**src/rtl/horner_seq.sv**
```systemverilog
// horner_seq -- iterative polynomial evaluator using Horner's rule.
//
// Evaluates p(t) = c_D*t^D + ... + c_1*t + c_0. Each Horner step sends one
// pair (c0 = c_k, c1 = acc) through a pipelined multiply-add
// (y = c0 + c1*t, 3-cycle latency). The result becomes the new accumulator.
// All values are signed fixed point:
//   coefficients Q1.(BC-1), argument Q1.(BT-1), result Q1.(BY-1).
//
// Build option: define HORNER_SEQ_SAT_EN to saturate the multiply-add sum
// on signed overflow. If it is not defined, the sum wraps. Latency is the
// same in both builds.
//
// Ports:
//   clk      single clock; all logic is on the rising edge
//   rst      synchronous, active-high reset
//   c_we     coefficient write strobe (dropped while c_busy is high)
//   c_addr   coefficient index k
//   c_data   coefficient value c_k
//   c_busy   high while an evaluation is in progress
//   deg      polynomial degree D, sampled at the input handshake
//   s_valid  argument valid
//   s_ready  argument ready; s_valid & s_ready accepts s_t
//   s_t      argument t
//   m_valid  result valid
//   m_ready  downstream ready
//   m_y      result p(t), held stable until m_ready
module horner_seq #(
  parameter int BC = 16,
  parameter int BT = 16,
  parameter int BY = 16,
  parameter int N  = 7
) (
  input  logic                       clk,
  input  logic                       rst,
  input  logic                       c_we,
  input  logic [$clog2(N+1)-1:0]     c_addr,
  input  logic [BC-1:0]              c_data,
  output logic                       c_busy,
  input  logic [$clog2(N+1)-1:0]     deg,
  input  logic                       s_valid,
  output logic                       s_ready,
  input  logic [BT-1:0]              s_t,
  output logic                       m_valid,
  input  logic                       m_ready,
  output logic [BY-1:0]              m_y
);

  localparam int AW = $clog2(N+1);

  typedef enum logic [1:0] {S_IDLE, S_ISSUE, S_WAIT, S_OUT} state_t;

  state_t                state_q, state_d;
  logic                  live_q;     // clears during reset and holds s_ready low
  logic [AW-1:0]         k_q;
  logic [BT-1:0]         t_q;
  logic [BY-1:0]         acc_q;
  logic [1:0]            wcnt_q;
  logic [AW-1:0]         d_eff;
  logic                  handshake;
  logic [BC-1:0]         coef [0:N];

  // Datapath pipeline registers
  logic signed [BC-1:0]  dp_c0_q, dp_c1_q, dp_c0_q2;
  logic signed [BT-1:0]  dp_t_q;
  logic [BY-1:0]         prod_q;
  logic [BY-1:0]         y_q;
  logic [BY-1:0]         c0_al;
  logic [BY-1:0]         sum;

  // A degree above N is treated as N. The decoder loop avoids comparing
  // deg against a constant that may be its maximum value.
  always_comb begin
    d_eff = AW'(N);
    for (int i = 0; i <= N; i++)
      if (deg == AW'(i)) d_eff = AW'(i);
  end

  // NOTE: each signal written in always_comb gets a default at the top.
  // Without the default, some path leaves the signal unassigned and a latch is inferred.
  always_comb begin
    state_d = state_q;
    s_ready = 1'b0;
    m_valid = 1'b0;
    c_busy  = (state_q != S_IDLE);
    unique case (state_q)
      S_IDLE: begin
        s_ready = live_q;
        if (s_valid && live_q)
          state_d = (d_eff == '0) ? S_OUT : S_ISSUE;
      end
      S_ISSUE: state_d = S_WAIT;
      S_WAIT: begin
        if (wcnt_q == 2'd2)
          state_d = (k_q == '0) ? S_OUT : S_ISSUE;
      end
      S_OUT: begin
        m_valid = 1'b1;
        if (m_ready) state_d = S_IDLE;
      end
      default: state_d = S_IDLE;
    endcase
  end

  assign handshake = s_valid & s_ready;
  assign m_y       = acc_q;

  // NOTE: sequential blocks use non-blocking (<=) assignments only.
  // Then every register samples the values from before the edge, in any order.
  always_ff @(posedge clk) begin
    if (rst) begin
      state_q <= S_IDLE;
      live_q  <= 1'b0;
    end else begin
      state_q <= state_d;
      live_q  <= 1'b1;
    end
  end

  // Control registers and the accumulator
  always_ff @(posedge clk) begin
    if (rst) begin
      acc_q  <= '0;
      k_q    <= '0;
      t_q    <= '0;
      wcnt_q <= '0;
    end else begin
      unique case (state_q)
        S_IDLE: begin
          if (handshake) begin
            t_q   <= s_t;
            acc_q <= BY'(coef[d_eff]) << (BY - BC);  // c_D in the top BC bits
            k_q   <= d_eff - AW'(1);                 // unused when D = 0
          end
        end
        S_ISSUE: wcnt_q <= '0;
        S_WAIT: begin
          wcnt_q <= wcnt_q + 2'd1;
          if (wcnt_q == 2'd2) begin
            acc_q <= y_q;
            if (k_q != '0) k_q <= k_q - AW'(1);
          end
        end
        default: ;
      endcase
    end
  end

  // NOTE: the coefficient table resets because reset must clear it. The
  // datapath pipeline does not reset: the FSM reads it only 3 cycles after an issue.
  always_ff @(posedge clk) begin
    if (rst) begin
      for (int i = 0; i <= N; i++) coef[i] <= '0;
    end else if (c_we && !c_busy) begin
      // Only an in-range index matches, so other addresses are ignored.
      for (int i = 0; i <= N; i++)
        if (c_addr == AW'(i)) coef[i] <= c_data;
    end
  end

  // Datapath. The pipeline runs every cycle. The value the FSM takes in the
  // third WAIT cycle is the pair it presented during ISSUE.
  always_ff @(posedge clk) begin
    // stage 1: operands
    dp_c0_q  <= coef[k_q];
    dp_c1_q  <= acc_q[BY-1 -: BC];
    dp_t_q   <= t_q;
    // stage 2: full signed product. Keep bits [BC+BT-2 -: BY], which drops
    // the redundant sign bit and truncates the low bits.
    prod_q   <= BY'(((BC+BT)'(dp_c1_q) * (BC+BT)'(dp_t_q)) >>> (BC + BT - 1 - BY));
    dp_c0_q2 <= dp_c0_q;
    // stage 3: aligned add
    y_q      <= sum;
  end

  assign c0_al = BY'(dp_c0_q2) << (BY - BC);

`ifdef HORNER_SEQ_SAT_EN
  logic [BY:0] sum_ext;
  always_comb begin
    sum_ext = {prod_q[BY-1], prod_q} + {c0_al[BY-1], c0_al};
    sum     = sum_ext[BY-1:0];
    // The sum overflows when the two top bits of the extended sum differ.
    if (sum_ext[BY] != sum_ext[BY-1])
      sum = sum_ext[BY] ? {1'b1, {(BY-1){1'b0}}} : {1'b0, {(BY-1){1'b1}}};
  end
`else
  assign sum = prod_q + c0_al;
`endif

endmodule

```
**config.mk**
```make
export PLATFORM = sky130hd
export DESIGN_NAME = horner_seq
export DESIGN_NICKNAME = d
export VERILOG_FILES = /design/src/rtl/horner_seq.sv
export SDC_FILE = /design/constraint.sdc
export NUM_CORES = 1
export LEC_CHECK = 0
export CORE_MARGIN = 2
export CORE_UTILIZATION = 62
export DETAILED_ROUTE_END_ITERATION = 10
export PLACE_DENSITY_LB_ADDON = 0.2
export RECOVER_POWER = 100
export SYNTH_ARGS = -nofsm -noshare
export SYNTH_HDL_FRONTEND = slang
export SYNTH_SLANG_ARGS = --single-unit
```
**constraint.sdc**
```tcl
create_clock -name clk -period 7.2 [get_ports clk]
set_input_delay 2.16 -clock clk [delete_from_list [all_inputs] [get_ports clk]]
set_output_delay 2.16 -clock clk [all_outputs]
set_load 0.05 [all_outputs]
```
==> results.toml <==
[floorplanning]
ioPinCount = 62
floorplan.die_area_um2 = 33500
die_h_um = 183
initial_utilization_pct = 63.0
core_area_um2 = 31600
fp.dieW_um = 183
rows = 65

[route]
ant_nets = 0
drt-wirelength-per-cell_um = 19.2
drt_pre_antenna_iters = 7
detail_route.iter0.violations = 750
remaining_drc_errors = 0
finalWirelength_um = 43800
via_count = 12882
viasPerCell = 5.64

[hold_path]
holdCritPathClass = "flip-flop to flip-flop"
hold_start = "dp_c0_q[13]"
worstHoldPathCells = 0
timing.hold.worst_endpoint = "c0_al[13]"

[global_route]
first_global_vias = 13934
grt_max_degree = 42
wire_length_of_the_first_global_routing_pass_um = 72200
total_overflow_reported_by_the_global_router = 0
grt_util_all_layers_pct = 27.7
number_of_antenna_violations_at_the_first_check_in_global_routing = 0

[timing]
setup_viol = 0
hold_slack_ns = 0.326
timing.fmax_mhz = 151
max-slew-margin-rel_pct = -54.6
tightest_slew_ns = 2.32
report.final.slew_viol_count = 113
final.min_clock_period_ns = 6.64
rsz0062_at_grt = "no"
totalNegativeSetupSlack_ns = 0
timing.final.hold_violations = 0
fin_skew_ns = 0.0123
layout_worst_path_cycle_share_pct = 92.2

[finish]
post-route-cell-area_um2 = 21700
inserted_diodes = 0
drive_gt1_share_pct = 7.55
layout.cells.most_common_list = "sky130_fd_sc_hd__inv_1, sky130_fd_sc_hd__fa_1, sky130_fd_sc_hd__nand2_1"
final_common_cell = "sky130_fd_sc_hd__inv_1"
multi_input_area_um2 = 11800
flow.area_growth_from_synthesis_pct = 8.95
design.final.nets = 2258
instances_no_fill = 2283
seq_area_um2 = 6570
filler_cell_count = 2306

[worst_setup_path]
critPathRequiredTime_ns = 7.63
critical_path_class = "flip-flop to flip-flop"
worst_path_max_delay_cell = "sky130_fd_sc_hd__dfxtp_1"
cp_num_cells = 21
crit_path_end_kind = "flip-flop"
critical-path-top-delay-family = "adder cells"
critical_path.max_stage_delay_ns = 0.81
startpoint_type = "flip-flop"
crit_arrival_ns = 7.07
reg2reg_setup_slack_ns = 0.56
path_buf_inv = 5
rr_worst_depth = 21
timing.critical_path.mode_cell = "sky130_fd_sc_hd__fa_1"
crit-reg2reg-capture = "prod_q[8]"
path_cells = "nand2_1 -> fa_1 -> inv_1 -> fa_1 -> inv_1 -> fa_1 -> inv_1 -> fa_1 -> fa_1 -> inv_1 -> fa_1 -> inv_1 -> ha_1 -> and3_1 -> nor2b_1 -> a32oi_1 -> and2_0 -> a21oi_1 -> o21ai_0 -> or4b_1 -> o311ai_1"
critical_path.max_fanout = 16
reg2reg_from = "dp_t_q[7]"

[yosys]
avgSynthCellArea_um2 = 10.8
ys_seq_area_share_pct = 33.0
synth_edf_count = 128
synth-seq-cells = 264
synthFlopType = "sky130_fd_sc_hd__dfxtp_1"
ys.warnings.count = 0
postSynthCellCount = 1840
netlist-cell-type-count = 58
synthesis.area_um2 = 19900
postSynthNetCount = 2237
async_reset_ff_share_pct = 0

[clocking]
cts_sinks = 264
tritoncts.num_buffers = 26
tritoncts = "built"
clkLatencyLatePin_ns = 0.53
max-clock-path-buffers = 3
cts.hold.buffers_added = 0
cts_setup_buffers = 0
cts_root_buf = "sky130_fd_sc_hd__clkbuf_16"
cts-resized-gates = 0
maximum_level_of_the_cts_h_tree = 1
clkTransAtPathRegs_ns = 0.07

[run_status]
status = "complete, but fails checks"
failing_checks = "max-capacitance violations, max-slew violations"

[placement]
numPlacedInstances = 2235
place.detailed.hpwl_um = 31900
port_buffers = 61
placed_area_um2 = 20800
gp_weighted_congestion = 0.869

[flow_run]
cap_violations = 3

[pwr]
power.ir.vdd_worst_mv = 0.248
p_leak_uw = 0.00989
power_density_over_cell_area_nw_per_um2 = 261
[registers in the layout, summed over array words and instances, names as in the netlist]
signal	flops
m_y	16
dp_c0_q	16
dp_c1_q	16
prod_q	16
coef	128
y_q	16
wcnt_q	2
dp_t_q	16
t_q	16
state_q	2
k_q	3
live_q	1
c0_al	16
[metal layers]
metal / track usage [%] / wire length [um] / vias up
li1: - / - / 5884
met1: 35.8 / 17300 / 6476
met2: 49.5 / 22500 / 429
met3: 2.86 / 2530 / 93
met4: 8.67 / 1390 / 0
met5: 0 / 0 / -
[cells by family (layout without fill, tap and decap cells)]
kind of cell             Yosys count  after routing  share of synthesized area (%)
XOR/XNOR                          40             40                           1.76
buffers and inverters            397            438                           7.55
adder cells (fa/ha/maj)          354            354                           31.9
multiplexers                      99             99                           9.11
flip-flops                       264            264                           33.0
AND/OR/NAND/NOR                  562            562                           12.8
AO/OA/AOI/OAI                    124            124                           3.80
[cell usage after synthesis (2+ instances only)]
cell / instances / area, um2
sky130_fd_sc_hd__nand2_1: 213 / 800
sky130_fd_sc_hd__and2_1: 114 / 713
sky130_fd_sc_hd__o21ai_0: 12 / 60.1
sky130_fd_sc_hd__mux2i_1: 19 / 190
sky130_fd_sc_hd__buf_2: 8 / 40.0
sky130_fd_sc_hd__buf_1: 5 / 18.8
sky130_fd_sc_hd__ha_1: 98 / 1230
sky130_fd_sc_hd__nand3_1: 9 / 45.0
sky130_fd_sc_hd__o31ai_1: 3 / 22.5
sky130_fd_sc_hd__nand4_1: 2 / 12.5
sky130_fd_sc_hd__o211ai_1: 3 / 22.5
sky130_fd_sc_hd__a21oi_1: 70 / 350
sky130_fd_sc_hd__nand2b_1: 10 / 62.6
sky130_fd_sc_hd__nor3_1: 8 / 40.0
sky130_fd_sc_hd__clkbuf_1: 66 / 248
sky130_fd_sc_hd__xnor2_1: 33 / 289
sky130_fd_sc_hd__edfxtp_1: 128 / 3840
sky130_fd_sc_hd__o2111ai_1: 2 / 17.5
sky130_fd_sc_hd__mux4_2: 64 / 1440
sky130_fd_sc_hd__a31o_2: 3 / 26.3
sky130_fd_sc_hd__a21oi_2: 2 / 17.5
sky130_fd_sc_hd__a211oi_1: 3 / 22.5
sky130_fd_sc_hd__a21o_1: 5 / 37.5
sky130_fd_sc_hd__a31oi_1: 4 / 25.0
sky130_fd_sc_hd__o21bai_1: 2 / 15.0
sky130_fd_sc_hd__xor2_1: 7 / 61.3
sky130_fd_sc_hd__inv_1: 318 / 1190
sky130_fd_sc_hd__and3_1: 4 / 25.0
sky130_fd_sc_hd__mux2_2: 16 / 180
sky130_fd_sc_hd__or2_2: 2 / 12.5
sky130_fd_sc_hd__fa_1: 256 / 5120
sky130_fd_sc_hd__nor2_1: 181 / 679
sky130_fd_sc_hd__or3_1: 3 / 18.8
sky130_fd_sc_hd__dfxtp_1: 136 / 2720
sky130_fd_sc_hd__nor2b_1: 6 / 37.5
sky130_fd_sc_hd__nor4b_1: 3 / 26.3
[through the flow]
step,setup WS (ns),total power [uW],utilization (%)
floorplan,1.44,3610,-
finish,0.560,5650,68.6
global placement,1.04,4180,65.8
CTS,0.879,5680,68.7
global route,0.284,5970,68.6
detailed placement,0.923,4230,65.8
[worst max path at each step]
| stage | startpoint | to | slack, ns |
|---|---|---|---|
| after floorplan | dp_c1_q[15] | prod_q[15] | 1.44 |
| after global placement | dp_t_q[7] | prod_q[8] | 1.04 |
| after detailed placement | dp_t_q[7] | prod_q[8] | 0.92 |
| after CTS | dp_t_q[7] | prod_q[8] | 0.88 |
| after global routing | dp_t_q[7] | prod_q[8] | 0.28 |
| final | dp_t_q[7] | prod_q[8] | 0.56 |
[power breakdown]
group | switching, uW | total (uW) | internal [uW]
registers | 331 | 2220 | 1890
logic | 1140 | 2000 | 857
clock network | 595 | 1430 | 834
[worst register-to-register path, stage by stage (launching register included)]
cell,delay [ns]
sky130_fd_sc_hd__dfxtp_1,0.81
sky130_fd_sc_hd__nand2_1,0.20
sky130_fd_sc_hd__fa_1,0.59
sky130_fd_sc_hd__inv_1,0.05
sky130_fd_sc_hd__fa_1,0.49
sky130_fd_sc_hd__inv_1,0.05
sky130_fd_sc_hd__fa_1,0.53
sky130_fd_sc_hd__inv_1,0.05
sky130_fd_sc_hd__fa_1,0.38
sky130_fd_sc_hd__fa_1,0.52
sky130_fd_sc_hd__inv_1,0.05
sky130_fd_sc_hd__fa_1,0.47
sky130_fd_sc_hd__inv_1,0.04
sky130_fd_sc_hd__ha_1,0.32
sky130_fd_sc_hd__and3_1,0.23
sky130_fd_sc_hd__nor2b_1,0.15
sky130_fd_sc_hd__a32oi_1,0.19
sky130_fd_sc_hd__and2_0,0.34
sky130_fd_sc_hd__a21oi_1,0.19
sky130_fd_sc_hd__o21ai_0,0.33
sky130_fd_sc_hd__or4b_1,0.47
sky130_fd_sc_hd__o311ai_1,0.10
[area by class of cell]
type / count / area share (%)
Inverter: 318 / 5.51
Tap cell: 402 / 2.32
Clock buffer: 35 / 3.74
Clock inverter: 13 / 0.526
Multi-Input combinational cell: 1179 / 54.5
Timing Repair Buffer: 72 / 3.13
Sequential cell: 264 / 30.3
(Power assumes the default switching activity.)
